### config.mk
export PLATFORM = sky130hd
export DESIGN_NAME = lfsr_ref
export DESIGN_NICKNAME = d
export VERILOG_FILES = /design/src/rtl/lfsr_pkg.sv /design/src/rtl/lfsr_ref.sv
export SDC_FILE = /design/constraint.sdc
export NUM_CORES = 1
export LEC_CHECK = 0
export BUFFER_PORTS_ARGS = -buffer_cell sky130_fd_sc_hd__buf_2
export CAP_MARGIN = 0
export CORE_AREA = 2 2 39 41
export CTS_CLUSTER_SIZE = 10
export DETAILED_ROUTE_END_ITERATION = 7
export DIE_AREA = 0 0 41 43
export PLACE_DENSITY = 0.44
export SYNTH_ARGS = -nofsm -noshare
export SYNTH_HDL_FRONTEND = slang
export SYNTH_SLANG_ARGS = --single-unit
export TNS_END_PERCENT = 100
### constraint.sdc
create_clock -name clk_125MHz -period 1.08 [get_ports clk_125MHz]
set_input_delay 0.162 -clock clk_125MHz [delete_from_list [all_inputs] [get_ports clk_125MHz]]
set_output_delay 0.162 -clock clk_125MHz [all_outputs]
set_load 0.05 [all_outputs]
### src/rtl/lfsr_pkg.sv
// lfsr_pkg: sizes, seed and LFSR step shared by the checker and the writer-side LFSR.
package lfsr_pkg;
  localparam int DW = 4;
  localparam int AW = 3;
  localparam int DEPTH = 8;
  localparam logic [DW-1:0] SEED = 4'b1001;
  typedef enum logic [1:0] {IDLE, READ, WAIT, HOLD} state_t;
  function automatic logic [DW-1:0] lfsr_next(input logic [DW-1:0] e);
    return {e[DW-2:0], e[DW-1] ^ e[DW-3]};
  endfunction
endpackage

### src/rtl/lfsr_ref.sv
// lfsr_ref: seed-loaded reference LFSR; can step twice when a sample is captured and one is dropped together.
module lfsr_ref import lfsr_pkg::*; #(
  parameter logic [DW-1:0] INIT = SEED
) (
  input  logic          clk_125MHz,
  input  logic          reset_n,
  input  logic          i_adv,
  input  logic          i_drop,
  output logic [DW-1:0] o_value
);
  logic [DW-1:0] r_value;
  logic [DW-1:0] w_step;
  assign w_step = i_adv ? lfsr_next(r_value) : r_value;
  assign o_value = r_value;
  always_ff @(posedge clk_125MHz or negedge reset_n)
    if (!reset_n) r_value <= INIT;
    else r_value <= i_drop ? lfsr_next(w_step) : w_step;
endmodule

# Word-level counts from Yosys, hierarchy flattened
# Index checks and enable logic that the tools add are counted.
# Widths: inputs -> output; s select.
dict set report word_totals {
  regBits 4
  in_bits 4
  out_inout_bits 4
  elab_cells 5
}
dict set report op_classes {
  n_mux 2
  n_bitwise 2
}
# operator count
set op_table {}
lappend op_table {{$mux 4} 2}
lappend op_table {{$xor 1x1->1} 2}

# Longest topological paths before layout
dict set report logic_depth {
  depth_word 4
  depth_mapped 4
  ltp_nobuf 3
}

# Worst setup path after synthesis
# Ideal clock, no wire load.
dict set report synth_timing {
  path_kind {reg-to-reg}
  start {reg r_value[3], in the netlist o_value[3]}
  end {reg r_value[1], in the netlist o_value[1]}
  setup_time_ns 0.126
  arrival_time_ns 1.071
  required_time_ns 0.954
  path_slack_ns -0.118
  stages_incl_launch_ff 4
  synth_period_minus_slack_ns 1.198
  cell_sequence {dfstp_2 xnor2_1 and2_1 o22ai_1}
}
dict set report synth_via {
  elab_chain_len 3
}
# item line
set synth_lines {}
lappend synth_lines {{start: declaration} lfsr_ref.sv:11} ;# logic [DW-1:0] r_value;
lappend synth_lines {{start signal: assignment} lfsr_ref.sv:17} ;# else r_value <= i_drop ? lfsr_next(w_step) : w_step;
lappend synth_lines {{$xor 1x1->1} lfsr_pkg.sv:9} ;# return {e[DW-2:0], e[DW-1] ^ e[DW-3]};
lappend synth_lines {{$mux 4} lfsr_ref.sv:13} ;# assign w_step = i_adv ? lfsr_next(r_value) : r_value;
lappend synth_lines {{$mux 4} lfsr_ref.sv:17}
# No other way between the ends.

# Worst setup path in the final report
dict set report layout_timing {
  start {reg r_value[3], in the netlist o_value[3]}
  end {out o_value[3]}
}
# item line
set layout_lines {}
lappend layout_lines {{end: declaration} lfsr_ref.sv:9} ;# output logic [DW-1:0] o_value
# No word-level cell between the ends.

==> out/qor.csv <==
metric;value;unit
fill cell count;149;
DIE AREA;1760;sq um
clk sink count;4;
Clock Pin Slew Worst Setup and Hold Paths;40;ps
first-pass GRT wire length;834;um
Buf/Inv on CP;1;
max-cap viol count;0;
final-stage net count;37;
# IOs;8;
Crit Path Max Fanout;3;
Antenna Nets Post-Route;0;
Primary FF master, synth;dfstp_2;
drt drc;0;
Mapped Nets;24;
total power;1.17;mW
Cell Area, Synth;236;sq um
Final Cycle Share;1.03;
Initial DRC Count;1;
clk root buf;clkbuf_4;
Chip Height;43;um
Register Area;105;sq um
Via Count;181;
Worst Setup End Kind;output pin;
largest net degree at the start of global routing;9;
Seq pwr share;0.283;
Cells on Worst Hold Path;2;
worst-case clock skew;2.22;ps
violated checks;setup timing;
GRT overflow;0;
synth top area cells;dfstp_2 22%, dfrtp_1 21%, mux2i_1 13%, xnor2_1 7.4%, mux2_4 6.3%;
vias in the first global route;211;
PnR worst setup slack;-37.1;ps
Net Sw Frac;0.430;
drt pass-1 iters;2;
count leader, synth;mux2i_1;
NetSw;0.501;mW
Final Wtd Congestion;0.644;
final design utilization;0.259;
Worst EP arrival;960;ps
Top delay family on crit path;flip-flops;
Avg Inst Size Synth;11.8;sq um
CP peak stage delay;570;ps
power share of the combinational group;0.561;
critical path depth;1;
share of layout cells above drive strength 1;0.677;
Avg WL per Cell;9.60;um
post-synth top area share;0.222;
Core Rows;14;
H-tree Lvls;1;
WL met3;22;um
FMAX;0.895;GHz
Pleak;0.157;nW
YS warnings;0;
CTS buffer count;3;
power density over cell area;3260;nW/um^2
Final Critical Period;1120;ps
max FFs per register;4;
Bufs on Longest Clock Path;2;
area occupied by multi-input gates;133;sq um
final setup vio count;2;
crit path cell chain;buf_8;
port bufs;7;
ys async rst share;1.00;
Unique masters post-synth;15;
flops & latches, synth;4;
clock power share;0.157;
core box area;1380;sq um
Final Hold Fails;0;
actual slew at the worst max-slew pin;181;ps
Max Slew Vio Count;0;
Routed WL;451;um
Area Growth Syn to Fin;51.3;%
gr usage total;0.0797;
post-synthesis sequential area ratio;0.434;
Chip Width;41;um
Via density;3.85;
ant diodes;0;
EDFF count, synth;0;
status;finished, violations left;
HP Class;input pin to flop;
Max rail drop VDD;0.000948;V
Synth area leader;dfstp_2;
slowest library cell on the worst path;dfstp_2;
worst path required time;920;ps
type of origin of the critical path;flop;
DR top layer;met4;
starting density of the core;0.171;
Post-synth top cells;3 x mux2i_1, 2 x dfrtp_1, 2 x dfstp_2, 2 x xnor2_1;
Worst-Skew Late Latency;230;ps
relative slew slack;0.876;
CTS tree;built;
initial antenna violation count;0;
critical path type;flop to output pin;
WL met2;223;um
RSZ-0062 raised after global routing;true;
internal power;0.665;mW
reg2reg path depth;3;
met1 WL;186;um
Synth Instances;20;
-- cell usage in the layout (no fill, tap or decap), types with 2 or more instances in the layout --
cell	n
dfrtp_2	2
mux2i_1	3
buf_8	2
dfstp_2	2
buf_4	2
buf_2	3
clkbuf_4	4
-- what timing repair did --
action	in CTS	in global routing
setup buffers	1	0
hold buffers	1	0
resized for setup	7	2
endpoints found under the setup margin	3	5
hold endpoints to repair	4	0
-- stage by stage --
step	setup TNS [ps]	area (sq um)	instances	hold WS [ps]	setup WS [ps]
2_1_floorplan	-140	246	20	-134	-96.2
3_3_place_gp	0	290	42	-34.9	51.2
3_5_place_dp	0	290	42	-33.3	58.3
4_1_cts	-96.4	353	47	177	-50.2
5_1_grt	-192	358	47	183	-83.7
6_report	-69.9	358	47	182	-37.1
-- final timing paths --
| kind | endpoint | slack [ps] | from |
|---|---|---|---|
| worst max-delay path | o_value[3] | -40 | o_value[3]$_DFF_PN1_ |
| worst min-delay path | o_value[3]$_DFF_PN1_ | 180 | i_drop |
| worst max register to register | o_value[1]$_DFF_PN0_ | 40 | o_value[3]$_DFF_PN1_ |
| worst min register to register | o_value[3]$_DFF_PN1_ | 610 | o_value[3]$_DFF_PN1_ |
| max in group asynchronous | o_value[0]$_DFF_PN1_ | 630 | reset_n |
| min in group asynchronous | o_value[2]$_DFF_PN0_ | 250 | reset_n |
-- worst register-to-register path, cell delays in order, from the launching register on --
cell and delay (ps):
dfstp_2 570, xnor2_2 120, and2_4 160, o22ai_1 60
-- cells by family (layout without fill, tap and decap cells) --
| family | count (synthesis) | in the layout | synth area share |
|---|---|---|---|
| multiplexers | 4 | 4 | 0.190 |
| XOR/XNOR | 2 | 2 | 0.0741 |
| buffers and inverters | 1 | 12 | 0.0476 |
| AND/OR/NAND/NOR | 3 | 3 | 0.0794 |
| flip-flops | 4 | 4 | 0.434 |
| AO/OA/AOI/OAI | 6 | 6 | 0.175 |
-- cell type report --
cell class                 instances  area share
tap                               16      0.0559
timing repair buffer               9       0.217
multi-input combinational         15       0.371
clock buffer                       3      0.0629
sequential                         4       0.294
-- power by group through the flow --
stage                     clock [mW]  sequential, mW  combinational (mW)
final                          0.182           0.330               0.654
after global routing           0.217           0.347               0.694
after CTS                      0.194           0.332               0.642
after detailed placement           0           0.323               0.538
after global placement             0           0.325               0.532
after floorplan                    0           0.532               0.215
-- per-layer routing --
layer	vias up	track usage
li1	93	-
met1	80	0.0784
met2	6	0.106
met3	2	0.0314
met4	0	0.100
met5	-	0
Power figures use the tool's default switching activity.
